## src/rtl/dcc_pkg.sv

```systemverilog
// Shared definitions for the ADC capture block: FSM state encoding and default sizes.
package dcc_pkg;

  typedef enum logic [1:0] {
    IDLE    = 2'd0,
    ARMED   = 2'd1,
    CAPTURE = 2'd2,
    READOUT = 2'd3
  } state_t;

  localparam int ADC_W     = 14;
  localparam int CAP_DEPTH = 256;

endpackage

```

## src/rtl/capture_ram.sv

```systemverilog
// Simple dual-port sample buffer: one write port, one read port with a registered read.
module capture_ram
  import dcc_pkg::*;
#(
  parameter int DATA_W = ADC_W,
  parameter int DEPTH  = CAP_DEPTH,
  localparam int AW    = $clog2(DEPTH)
) (
  input  logic              clk,
  input  logic              wr_en,
  input  logic [AW-1:0]     wr_addr,
  input  logic [DATA_W-1:0] wr_data,
  input  logic              rd_en,
  input  logic [AW-1:0]     rd_addr,
  output logic [DATA_W-1:0] rd_data
);

  logic [DATA_W-1:0] mem [DEPTH];

  always_ff @(posedge clk) begin
    if (wr_en) mem[wr_addr] <= wr_data;
    if (rd_en) rd_data <= mem[rd_addr];
  end

endmodule

```

## src/rtl/adc_capture.sv

```systemverilog
// Triggered ADC capture: arm, wait for a rising threshold crossing (or forced trigger),
// store LEN+1 samples, then stream them out over a valid/ready handshake.
module adc_capture
  import dcc_pkg::*;
#(
  parameter int DATA_W = ADC_W,
  parameter int DEPTH  = CAP_DEPTH,
  localparam int AW    = $clog2(DEPTH)
) (
  input  logic              OSC_50,
  input  logic              RESET_N,
  input  logic [DATA_W-1:0] ADC_D,
  input  logic              ADC_OR,
  input  logic              ADC_VALID,
  input  logic              ARM,
  input  logic              FORCE_TRIG,
  input  logic [DATA_W-1:0] THRESHOLD,
  input  logic [AW-1:0]     LEN,
  output logic [DATA_W-1:0] RD_DATA,
  output logic              RD_VALID,
  input  logic              RD_READY,
  output logic              RD_LAST,
  output logic [1:0]        STATE,
  output logic [7:0]        OR_COUNT,
  output logic              DONE
);

  state_t            state;
  logic [AW-1:0]     wr_ptr;
  logic [AW-1:0]     rd_ptr;
  logic [DATA_W-1:0] prev;
  logic              prev_valid;
  logic              force_pend;
  logic              rd_all_issued;
  logic              inflight;
  logic              inflight_last;
  logic [DATA_W-1:0] skid_data;
  logic              skid_valid;
  logic              skid_last;
  logic [DATA_W-1:0] ram_q;

  logic              crossing;
  logic              trig;
  logic              wr_en;
  logic              pop;
  logic              room;
  logic              rd_issue;
  logic [7:0]        or_next;

  assign STATE = state;

  // At most two words may be held between output, skid and the RAM read in flight.
  always_comb begin
    crossing = prev_valid && ($signed(prev) < $signed(THRESHOLD))
                          && ($signed(ADC_D) >= $signed(THRESHOLD));
    trig     = (state == ARMED) && ADC_VALID && (force_pend || crossing);
    wr_en    = trig || ((state == CAPTURE) && ADC_VALID);
    pop      = RD_VALID && RD_READY;
    if (!RD_VALID || pop) room = !(skid_valid && inflight);
    else                  room = !(skid_valid || inflight);
    rd_issue = (state == READOUT) && !rd_all_issued && room;
    or_next  = (ADC_OR && (OR_COUNT != 8'hFF)) ? OR_COUNT + 8'd1 : OR_COUNT;
  end

  capture_ram #(
    .DATA_W (DATA_W),
    .DEPTH  (DEPTH)
  ) u_ram (
    .clk     (OSC_50),
    .wr_en   (wr_en),
    .wr_addr (wr_ptr),
    .wr_data (ADC_D),
    .rd_en   (rd_issue),
    .rd_addr (rd_ptr),
    .rd_data (ram_q)
  );

  always_ff @(posedge OSC_50 or negedge RESET_N) begin
    if (!RESET_N) begin
      state         <= IDLE;
      wr_ptr        <= '0;
      rd_ptr        <= '0;
      prev          <= '0;
      prev_valid    <= 1'b0;
      force_pend    <= 1'b0;
      rd_all_issued <= 1'b0;
      inflight      <= 1'b0;
      inflight_last <= 1'b0;
      skid_data     <= '0;
      skid_valid    <= 1'b0;
      skid_last     <= 1'b0;
      RD_DATA       <= '0;
      RD_VALID      <= 1'b0;
      RD_LAST       <= 1'b0;
      OR_COUNT      <= '0;
      DONE          <= 1'b0;
    end else begin
      DONE <= 1'b0;
      case (state)
        IDLE: begin
          if (ARM) begin
            state         <= ARMED;
            OR_COUNT      <= '0;
            wr_ptr        <= '0;
            rd_ptr        <= '0;
            prev_valid    <= 1'b0;
            force_pend    <= 1'b0;
            rd_all_issued <= 1'b0;
            inflight      <= 1'b0;
            skid_valid    <= 1'b0;
            RD_VALID      <= 1'b0;
            RD_LAST       <= 1'b0;
          end
        end
        ARMED: begin
          if (FORCE_TRIG) force_pend <= 1'b1;
          if (trig) begin
            OR_COUNT   <= or_next;
            force_pend <= 1'b0;
            if (LEN == '0) begin
              state <= READOUT;
            end else begin
              wr_ptr <= wr_ptr + 1'b1;
              state  <= CAPTURE;
            end
          end else if (ADC_VALID) begin
            prev       <= ADC_D;
            prev_valid <= 1'b1;
          end
        end
        CAPTURE: begin
          if (ADC_VALID) begin
            OR_COUNT <= or_next;
            if (wr_ptr == LEN) state  <= READOUT;
            else               wr_ptr <= wr_ptr + 1'b1;
          end
        end
        READOUT: begin
          inflight      <= rd_issue;
          inflight_last <= (rd_ptr == LEN);
          if (rd_issue) begin
            if (rd_ptr == LEN) rd_all_issued <= 1'b1;
            else               rd_ptr        <= rd_ptr + 1'b1;
          end
          // Output register refills from the skid first so words stay in address order.
          if (pop && RD_LAST) begin
            RD_VALID <= 1'b0;
            RD_LAST  <= 1'b0;
            DONE     <= 1'b1;
            state    <= IDLE;
          end else if (!RD_VALID || pop) begin
            if (skid_valid) begin
              RD_DATA    <= skid_data;
              RD_LAST    <= skid_last;
              RD_VALID   <= 1'b1;
              skid_valid <= inflight;
              skid_data  <= ram_q;
              skid_last  <= inflight_last;
            end else if (inflight) begin
              RD_DATA  <= ram_q;
              RD_LAST  <= inflight_last;
              RD_VALID <= 1'b1;
            end else begin
              RD_VALID <= 1'b0;
            end
          end else if (inflight) begin
            skid_data  <= ram_q;
            skid_last  <= inflight_last;
            skid_valid <= 1'b1;
          end
        end
        default: state <= IDLE;
      endcase
    end
  end

endmodule

```

## config.mk

```make
export PLATFORM = sky130hd
export DESIGN_NAME = adc_capture
export DESIGN_NICKNAME = d
export VERILOG_FILES = /design/src/rtl/dcc_pkg.sv /design/src/rtl/capture_ram.sv /design/src/rtl/adc_capture.sv
export SDC_FILE = /design/constraint.sdc
export NUM_CORES = 2
export LEC_CHECK = 0
export BUFFER_PORTS_ARGS = -buffer_cell sky130_fd_sc_hd__buf_2
export CORE_UTILIZATION = 55
export DETAILED_ROUTE_END_ITERATION = 7
export PLACE_DENSITY_LB_ADDON = 0.25
export SYNTH_ARGS = -nofsm -noshare
export SYNTH_HDL_FRONTEND = slang
export SYNTH_SLANG_ARGS = --single-unit
```

## constraint.sdc

```tcl
create_clock -name OSC_50 -period 3.7 [get_ports OSC_50]
set_input_delay 0.74 -clock OSC_50 [delete_from_list [all_inputs] [get_ports OSC_50]]
set_output_delay 0.74 -clock OSC_50 [all_outputs]
set_load 0.1 [all_outputs]
```

==> Flow_metrics.wiki <==
{| class="wikitable"
! Metric !! Value
|-
| Power, Total || 106.9 mW
|-
| Per-cell via count in the routed design || 6.698
|-
| Required time of the critical path || roughly 4.3 ns
|-
| Clk buf depth || 4
|-
| Number of placed instances, taps included || 10,110
|-
| Routability congestion estimate || 0.9354
|-
| H-tree lvl count || 5
|-
| Element type at the critical path start || flop
|-
| Max Slew Vio Count || 0
|-
| Worst hold margin || about 0.12 ns
|-
| Maximum number of pins on one net before global-route repair || 137
|-
| Pwr/cell area || roughly 650 nW/um2
|-
| Setup repair after global routing missed its margin || yes
|-
| Kind of critical path || flop to flop
|-
| Total of flip-flops plus latches after synthesis || ~3,700
|-
| Kind of end point of the critical path || flop
|-
| Async set-reset flop share out of synthesis || 2.122%
|-
| Max cap viols || 0
|-
| Number of global-route vias before repair || 70,760
|-
| Top-level port count || 70
|-
| Combined area of all synthesized cells || around 140,000 um2
|-
| Crit-path cells || buf_12 > buf_12 > mux4_2 > a22oi_1 > a21oi_1 > nor2_2 > o221ai_1 > a22oi_1 > buf_4 > o221ai_1
|-
| Endpoint arrival time on the critical path || roughly 4.3 ns
|-
| Number of buffers inserted by port buffering || 69
|-
| Relative slew slack || approximately 23%
|-
| Placed wire-length estimate after detailed placement || 231,800 um
|-
| CP max stage delay || 0.54 ns
|-
| Number of vias in the routed layout || 72,200
|-
| Average wire per standard cell || between 30 and 40 um
|-
| Total wirelength of the detailed-routed design || ~370,000 um
|-
| Sequential area share after synthesis || 77.99%
|-
| Clk Latency, worst-skew pair || roughly 1 ns
|-
| Setup total negative slack || 0 ns
|-
| Number of enable-type register cells in the synthesized netlist || ~3,600
|-
| GRT overflow || 0
|-
| Number of remaining DRC errors || 0
|-
| Root buffer selected by CTS || clkbuf_16
|-
| Clock buffer count from CTS || 373
|-
| Path class of the lowest-slack min-delay path || primary input to flop
|-
| Library cells used by synthesis || 60
|-
| Global-route wire length before repair || roughly 530,000 um
|-
| Setup-violating endpoint count in the final report || 0
|-
| Family with the most delay on the worst path || compound AO/OA/AOI/OAI gates
|-
| Net count after synthesis || approximately 6,400
|-
| Standard-cell rows || 185
|-
| TritonCTS sink count || around 3,700
|-
| Number of antenna violations at the first check in global routing || 27
|-
| DIE AREA || approximately 260,000 um2
|-
| Max Fclk || 0.2718 GHz
|-
| Critical Path Fanout Max || 26
|-
| Max Clock Skew || about 0.052 ns
|-
| Fraction of final layout cells sized beyond drive strength 1 || around a third
|-
| Critical-path top delay cell || mux4_2
|-
| Number of iterations in the first detailed-routing pass || 8
|-
| Count of non-filler cells in the finished layout || roughly 11,000
|-
| Clock tree from TritonCTS || built
|-
| DIE WIDTH || around 510 um
|-
| Maximum ir drop on the vdd rail || between 0.0006 and 0.0007 V
|-
| Result of the run || finished, final reports clean
|-
| Placeable Area || roughly 250,000 um2
|-
| Static Leakage || approximately 52 nW
|-
| Number of warnings reported in the yosys synthesis log || 0
|-
| Post-CTS clock slew at the launch and capture registers of the worst setup and hold paths || around 0.06 ns
|-
| Height of the die || 508.4 um
|-
| Top FF cell, synth || edfxtp_1
|-
| Starting density of the core || between 50% and 60%
|-
| Least-Margin Pin Slew || 1.155 ns
|-
| Top library cells by usage in the layout, fill and taps aside || edfxtp_1, mux4_2, buf_4, clkbuf_16, nor2_1
|-
| Final-report hold violation count || 0
|-
| Post-route antenna net violation count || 0
|-
| Buf+Inv Stages, Crit Path || 3
|-
| GRT Util Overall || between 20 and 30%
|-
| Number of DRC markers after the initial detailed-route iteration || around 11,000
|-
| Mapped Avg Cell Area || between 20 and 25 um2
|-
| Most common library cell in the layout ignoring fill and taps || edfxtp_1
|-
| Net count of the finished layout || about 7,200
|-
| Area growth, synth to finish || 16.30%
|-
| Post-layout minimum cycle time || approximately 3.7 ns
|-
| Share of the clock period used by the worst path || between 90% and 100%
|-
| Number of standard cells after synthesis || around 6,300
|}
[flip-flops by register name, indices dropped and copies added, names as in the netlist, 2 cells and up]
| register | cells |
|---|---|
| wr_ptr | 8 |
| skid_data | 14 |
| prev | 14 |
| u_ram.mem | 3584 |
| u_ram.rd_data | 14 |
| OR_COUNT | 8 |
| STATE | 2 |
| RD_DATA | 14 |
| rd_ptr | 8 |
[Yosys cell counts (9+ instances only)]
master    count  area share [%]
nor3_1       34            0.12
dfrtp_1      78             1.4
mux2i_1      20            0.14
nand2b_1      9           0.040
o221ai_1     42            0.26
buf_2       110            0.39
edfxtp_1   3598              77
buf_6        19            0.15
nor2_1      302            0.80
o22ai_1      30            0.13
and3_1       10           0.044
o21ai_0      29            0.10
a21oi_1     131            0.46
nand3_1      32            0.11
mux4_2      896              14
mux2_2       31            0.25
a22o_1      115            0.71
clkbuf_1    193            0.51
buf_1        53            0.14
a22oi_1     238             1.3
nor2b_1      14           0.062
ha_1         37            0.33
nand2_1      70            0.19
buf_4        11           0.059
xnor2_1      18            0.11
a221oi_1    112            0.70
inv_1        28           0.075
[per-stage QoR]
stage          worst slack, ns  util, %  instance area [um2]
4_1_cts                0.01738    64.34               163800
6_report               0.02086    64.42               164000
3_5_place_dp           -0.3477    59.53               151600
5_1_grt              -0.001062    64.41               164000
3_3_place_gp           -0.4337    59.53               151600
2_1_floorplan         -0.01025        -               141100
[final timing paths]
kind | from | cells after the start | slack, ns | end
setup / recovery | rd_ptr[0]$_DFFE_PN0P_ | 10 | 0.02 | u_ram.rd_data[10]$_DFFE_PP_
hold / removal | ADC_D[0] | 1 | 0.12 | u_ram.mem[191][0]$_DFFE_PP_
setup reg to reg | rd_ptr[0]$_DFFE_PN0P_ | 10 | 0.02 | u_ram.rd_data[10]$_DFFE_PP_
hold reg to reg | RD_DATA[4]$_DFFE_PN0P_ | 2 | 0.50 | RD_DATA[4]$_DFFE_PN0P_
max in group asynchronous | RESET_N | 3 | 2.30 | RD_DATA[6]$_DFFE_PN0P_
min in group asynchronous | RESET_N | 2 | 0.52 | DONE$_DFF_PN0_
[what timing repair did]
item,in CTS,in global routing
cloned,0,1
gates resized for setup,5,31
endpoints found under the setup margin,4,13
hold buffers,1,0
setup buffers,6,0
endpoints found under the hold margin,27,0
pin swaps,0,1
[kinds of logic (layout without fill, tap and decap cells)]
kind of cell / after synthesis / after routing / synth area share, %
adders and majority gates: 37 / 37 / 0.3282
DFF: 3676 / 3676 / 77.99
muxes: 947 / 947 / 14.70
and+or+nand+nor: 512 / 512 / 1.671
buffers and inverters: 414 / 1480 / 1.330
AOI/OAI and AO/OA: 730 / 730 / 3.844
other: 0 / 10 / 0
xor gates and xnor gates: 22 / 22 / 0.1366
[worst reg2reg max path: stages (launching register included)]
cell and delay, ns:
dfrtp_4 0.45, buf_12 0.22, buf_12 0.30, mux4_2 0.56, a22oi_1 0.40, a21oi_1 0.20
nor2_2 0.25, o221ai_1 0.25, a22oi_1 0.35, buf_4 0.21, o221ai_1 0.18
[report_power, final]
group          switching (mW)  internal (mW)
Combinational            12.9           9.61
Sequential              0.457           46.2
Clock                    15.4           22.3
Total                    28.8           78.1
[final cells by class]
type	instances	area, um2
sequential	3676	110000
multi-input combinational	2248	29350
antenna	10	25.02
clock inverter	224	2387
tap	3366	4212
inverter	28	105.1
clock buffer	429	9744
timing repair buffer	799	8185
fill	16310	90600
[routing by layer]
metal | up-vias | routed length [um] | global-route usage (%)
li1 | 28640 | - | -
met1 | 38190 | 145600 | 42.77
met2 | 4707 | 172700 | 43.37
met3 | 653 | 40970 | 6.343
met4 | 10 | 14720 | 11.17
met5 | - | 62 | 0
Note: power is estimated with default switching activity, not from simulation.
